## config.mk

```make
export PLATFORM = sky130hd
export DESIGN_NAME = rsa_two_power_mod
export DESIGN_NICKNAME = d
export VERILOG_FILES = /design/src/rtl/rsa_two_power_mod.sv
export SDC_FILE = /design/constraint.sdc
export NUM_CORES = 2
export LEC_CHECK = 0
export CAP_MARGIN = 40
export CORE_MARGIN = 10
export CORE_UTILIZATION = 30
export CTS_CLUSTER_SIZE = 30
export DETAILED_ROUTE_END_ITERATION = 7
export GPL_TIMING_DRIVEN = 0
export MAX_ROUTING_LAYER = met4
export PLACE_DENSITY = 0.56
export REMOVE_ABC_BUFFERS = 1
export SETUP_SLACK_MARGIN = 0.5
export SLEW_MARGIN = 20
export SYNTH_ARGS = -nofsm -noshare
export SYNTH_HDL_FRONTEND = slang
export SYNTH_SLANG_ARGS = --single-unit
```

## constraint.sdc

```tcl
create_clock -name clk -period 7.05 [get_ports clk]
set_input_delay 1.41 -clock clk [delete_from_list [all_inputs] [get_ports clk]]
set_output_delay 1.41 -clock clk [all_outputs]
set_load 0.005 [all_outputs]
```

## src/rtl/rsa_two_power_mod.sv

```systemverilog
`default_nettype none

// ============================================================================
//  RSA_pkg
//  Shared RSA sizing and operand types.
//  Revision: 1.0 - initial release
// ============================================================================
package RSA_pkg;
   localparam int MOD_WIDTH = 256;
   typedef logic [MOD_WIDTH-1:0] KeyType;
endpackage : RSA_pkg

// ============================================================================
//  rsa_two_power_mod
//  Computes the Montgomery conversion constant 2^(2*MOD_WIDTH) mod N for a
//  modulus N, using one modular doubling per clock (shift-and-subtract).
//  The result feeds the base operand of the Montgomery exponentiation core.
//
//  Ports
//     clk        in   clock, rising edge
//     rst        in   asynchronous reset, active low
//     i_valid    in   i_modulus is valid
//     i_ready    out  block can accept a modulus (high only when idle)
//     i_modulus  in   modulus N (must be odd and >= 3 for a meaningful result)
//     o_valid    out  o_base holds a finished result
//     o_ready    in   downstream accepts o_base
//     o_base     out  2^(2*MOD_WIDTH) mod N, registered
//
//  Revision: 1.0 - initial release
// ============================================================================
module rsa_two_power_mod
   import RSA_pkg::*;
(
   input  logic   clk,
   input  logic   rst,
   input  logic   i_valid,
   output logic   i_ready,
   input  KeyType i_modulus,
   output logic   o_valid,
   input  logic   o_ready,
   output KeyType o_base
);

   // Number of doublings needed to go from 1 to 2^(2*MOD_WIDTH)
   localparam int c_NUM_STEPS = 2 * MOD_WIDTH;
   // Counter wide enough to hold c_NUM_STEPS without wrapping
   localparam int c_CNT_W     = $clog2(c_NUM_STEPS + 1);
   localparam logic [c_CNT_W-1:0] c_CNT_LAST = c_CNT_W'(c_NUM_STEPS - 1);
   localparam logic [c_CNT_W-1:0] c_CNT_ONE  = c_CNT_W'(1);

   // State encoding
   localparam logic [1:0] c_ST_IDLE = 2'd0;
   localparam logic [1:0] c_ST_CALC = 2'd1;
   localparam logic [1:0] c_ST_DONE = 2'd2;

   logic [1:0]         r_state;
   logic [1:0]         w_state_nxt;

   KeyType             r_n;      // latched modulus
   KeyType             r_r;      // running remainder, doubles as o_base
   logic [c_CNT_W-1:0] r_cnt;    // doublings performed so far

   logic               w_in_ready;
   logic               w_out_valid;
   logic               w_accept;
   logic               w_step;
   logic               w_last;

   logic [MOD_WIDTH:0] w_dbl;    // 2*r, one bit wider so nothing is lost
   logic               w_ge;
   KeyType             w_sub;
   KeyType             w_r_nxt;

   // -------------------------------------------------------------------------
   // Modular doubling datapath
   // Because r < N on entry, 2r < 2N, so a single conditional subtract
   // brings the result back below N. The subtraction only needs the low
   // MOD_WIDTH bits: when 2r >= N the true difference is < N and fits.
   // -------------------------------------------------------------------------
   assign w_dbl   = {r_r, 1'b0};
   assign w_ge    = (w_dbl >= {1'b0, r_n});
   assign w_sub   = w_dbl[MOD_WIDTH-1:0] - r_n;
   assign w_r_nxt = w_ge ? w_sub : w_dbl[MOD_WIDTH-1:0];

   assign w_last  = (r_cnt == c_CNT_LAST);

   // -------------------------------------------------------------------------
   // FSM: state register
   // -------------------------------------------------------------------------
   always_ff @(posedge clk or negedge rst) begin
      if (!rst) begin
         r_state <= c_ST_IDLE;
      end else begin
         r_state <= w_state_nxt;
      end
   end

   // -------------------------------------------------------------------------
   // FSM: next-state logic
   // -------------------------------------------------------------------------
   always_comb begin
      w_state_nxt = r_state;
      case (r_state)
         c_ST_IDLE: begin
            if (i_valid) begin
               w_state_nxt = c_ST_CALC;
            end
         end
         c_ST_CALC: begin
            // The step taken while cnt holds its last value is the final one
            if (w_last) begin
               w_state_nxt = c_ST_DONE;
            end
         end
         c_ST_DONE: begin
            if (o_ready) begin
               w_state_nxt = c_ST_IDLE;
            end
         end
         default: begin
            w_state_nxt = c_ST_IDLE;
         end
      endcase
   end

   // -------------------------------------------------------------------------
   // FSM: output / control decode (state only, so no input-to-output path)
   // -------------------------------------------------------------------------
   always_comb begin
      w_in_ready  = 1'b0;
      w_out_valid = 1'b0;
      w_step      = 1'b0;
      case (r_state)
         c_ST_IDLE: w_in_ready  = 1'b1;
         c_ST_CALC: w_step      = 1'b1;
         c_ST_DONE: w_out_valid = 1'b1;
         default: begin
            w_in_ready  = 1'b0;
            w_out_valid = 1'b0;
            w_step      = 1'b0;
         end
      endcase
   end

   assign w_accept = w_in_ready & i_valid;

   // -------------------------------------------------------------------------
   // Datapath registers
   // r_r and r_n are only written on accept or during CALC, so o_base is
   // stable through DONE and keeps its last value in IDLE.
   // -------------------------------------------------------------------------
   always_ff @(posedge clk or negedge rst) begin
      if (!rst) begin
         r_n   <= '0;
         r_r   <= '0;
         r_cnt <= '0;
      end else if (w_accept) begin
         r_n   <= i_modulus;
         r_r   <= KeyType'(1);
         r_cnt <= '0;
      end else if (w_step) begin
         r_r   <= w_r_nxt;
         r_cnt <= r_cnt + c_CNT_ONE;
      end
   end

   assign i_ready = w_in_ready;
   assign o_valid = w_out_valid;
   assign o_base  = r_r;

endmodule : rsa_two_power_mod

`default_nettype wire

```

==> results.toml <==
[synth]
synth_cells = 5424
postSynth.asyncResetShare = 1.000
yosys_register_bits = 524
synth_cell_types = 101
synth_seq_area_share = 0.3222
synthFlopType = "dfrtp_1"
synth.cell_area_sq_um = 40700
netlist_top_cells_area = "dfrtp_1, ha_1, a21oi_1"
synth_area_per_cell_sq_um = 7.503
synth_top_area_frac = 0.3222
synth_edf_count = 0
synth_top_area_cell = "dfrtp_1"
ys_warn_count = 0

[timing]
finalCritPeriodShare = 0.8969
fmaxAchievable_mhz = 158.1
slew-limit-headroom = 0.3693
final-setup-viol-count = 0
drv_slew = 0
finalHoldViolCount = 0
layout_min_cycle_time_ns = 6.323
worst-slew-pin-transition_ns = 0.9382
rsz0062_at_grt = "no"
finClkSkew_ns = 0.04394

[global_routing]
grt_first_pass_wirelength_um = 267800
grt_usage = 0.2355
vias_in_the_first_global_route = 40790
grt_start_max_net_pins = 91
grt_antenna_before_repair = 11
grt.overflow.total = 0

[detailed_routing]
post_drt_via_cell_ratio = 5.438
drc = 0
routed_wire_length_per_instance_um = 23.65
wl_um = 179000
detailroute.via_count = 41140
first_pass_iters = 5
ant_nets = 0
drt_iter0_drc = 3369

[floorplan]
die_area_sq_um = 150800
floorplan.core_area_sq_um = 135100
placementRows = 135
fp.dieH_um = 388.3
ios = 518
die_width_um = 388.3
initial_utilization = 0.3012

[critical_path]
timing.rr.start = "o_base[11]"
worstSetupEndpointType = "flip-flop"
crit_type = "reg2reg"
worst_setup_path_start_kind = "flip-flop"
worst-path-max-fanout = 38
timing.reg2reg.worst_path_depth = 18
timing.reg2reg.setup_slack_ns = 0.73
required_ns = 7.61
reg2reg_to = "o_base[185]"
worstPathArrival_ns = 6.88
startpoint = "o_base[11]"
critical_path.endpoint = "o_base[185]"

[min_path]
hold_class = "reg2reg"

[place]
port_buffers = 517
detailed_place.area_sq_um = 48020
hpwlAfterDp_um = 146000
place_inst = 7438
gpl.final_weighted_congestion = 0.9690

[power]
p_sw_frac = 0.4970
p_per_area_nw_per_um2 = 512.9
netSwitchingPower_mw = 12.84
ir_worst_vdd_mv = 0.1889
sequentialPowerShare = 0.209
clock_power_share = 0.143
pwr-share-comb = 0.648
internal_power_mw = 12.99
p_leak_nw = 20.90

[status]
run_status = "finished, final reports clean"

[clocking]
cts_htree_levels = 3
clk_root_buffer_cell = "clkbuf_16"
max-clock-path-buffers = 3
clk_latency_ns = 0.69
post-cts-setup-buffers = 0
hold_buffers = 0
cts-resized-gates = 0
cts_tree = "yes"
clkTransAtPathRegs_ns = 0.06
tritoncts.num_buffers = 70
cts.sink_count = 524

[cells_and_area]
fraction_of_layout_instances_using_a_drive_strength_above_1 = 0.03824
final_cell_area_sq_um = 50360
area_delta_synth_final_pct = 23.73
layout.cells.most_common_list = "nand2_1, a21oi_1, o21ai_0"
layout_commonest_cell = "nand2_1"
stdcell_count = 7566
design.final.nets = 6249

[job]
cap_viol_max_count = 0
[worst min path at each step]
| stage | start | end | cells past startpoint |
|---|---|---|---|
| 3_3_place_gp | r_cnt[7] | r_cnt[7] | 1 |
| 4_1_cts | r_cnt[9] | r_cnt[9] | 1 |
| 2_1_floorplan | r_cnt[7] | r_cnt[7] | 1 |
| 3_5_place_dp | r_cnt[9] | r_cnt[9] | 1 |
| 6_report | r_cnt[7] | r_cnt[7] | 1 |
| 5_1_grt | rst | o_base[222] | 1 |
[metal layers]
layer / vias up / global-route usage / part of all wire
met5: - / - / 0
met4: 0 / 0.06650 / 0.030
met3: 209 / 0.05441 / 0.071
met2: 1247 / 0.3600 / 0.44
met1: 19900 / 0.3097 / 0.46
li1: 19780 / - / -
[power groups by stage]
stage	combinational (mW)	clock, mW	sequential, mW
2_1_floorplan	10.4	0	5.15
3_3_place_gp	16.1	0	5.48
3_5_place_dp	16.6	0	5.43
4_1_cts	16.7	3.81	5.39
5_1_grt	18.4	3.92	5.56
6_report	16.7	3.69	5.39
[kinds of logic after synthesis]
logic type | Yosys count | share of synthesized area
and+or+nand+nor | 1740 | 0.1902
xor gates and xnor gates | 242 | 0.05208
buffers and inverters | 667 | 0.06472
adders and majority gates | 258 | 0.07951
DFF | 524 | 0.3222
AOI/OAI and AO/OA | 1973 | 0.2863
muxes | 20 | 0.004981
[synth_stat cells, types with 72 or more instances]
master	number
a21oi_1	600
xnor2_1	141
a21o_1	136
ha_1	257
dfrtp_1	524
nand3_1	82
o21ai_0	552
buf_2	72
inv_1	333
clkbuf_1	243
nand4_1	162
o21ai_1	241
nor3_1	75
o21bai_1	88
nand2_1	786
xor2_1	101
nor2_1	430
[cell type report]
type / count / area, sq um
multi-input cells: 4233 / 25010
well taps: 1781 / 2228
clock inverters: 26 / 312.8
clock buffers: 94 / 1993
fillers: 14370 / 84770
repair buffers: 569 / 6430
inverters: 333 / 1250
flip-flops and latches: 524 / 13110
diodes: 6 / 15.01
[sequential cells by signal, summed over array words and instances (netlist names)]
name	flops
o_base	256
r_state	2
r_n	256
r_cnt	10
[metrics by stage]
stage,power [mW],TNS (ns),utilization,hold slack [ns],worst slack (ns)
6_report,25.83,0,0.3726,0.5001,0.7266
5_1_grt,27.87,0,0.3726,0.5408,0.5037
4_1_cts,25.92,0,0.3725,0.4961,0.7608
3_5_place_dp,22.05,0,0.3554,0.4843,0.7756
3_3_place_gp,21.60,-,0.3457,0.4778,-21.30
2_1_floorplan,15.50,-1236.98,-,0.4493,-3.521
[critical path: stages, from the launching register on]
cell       delay [ns]
dfrtp_1          0.46
ha_1             0.43
a21oi_1          0.27
o21ai_0          0.13
a31oi_1          0.39
a211oi_2         0.20
nor3b_2          0.37
o21ai_4          0.17
a21oi_2          0.54
o41ai_4          0.26
o2111ai_2        0.28
o311ai_4         0.27
a31oi_4          0.71
buf_16           0.25
buf_16           0.18
nand2b_4         0.51
buf_16           0.33
nor2_1           0.09
a221o_1          0.26
(Power assumes the default switching activity.)
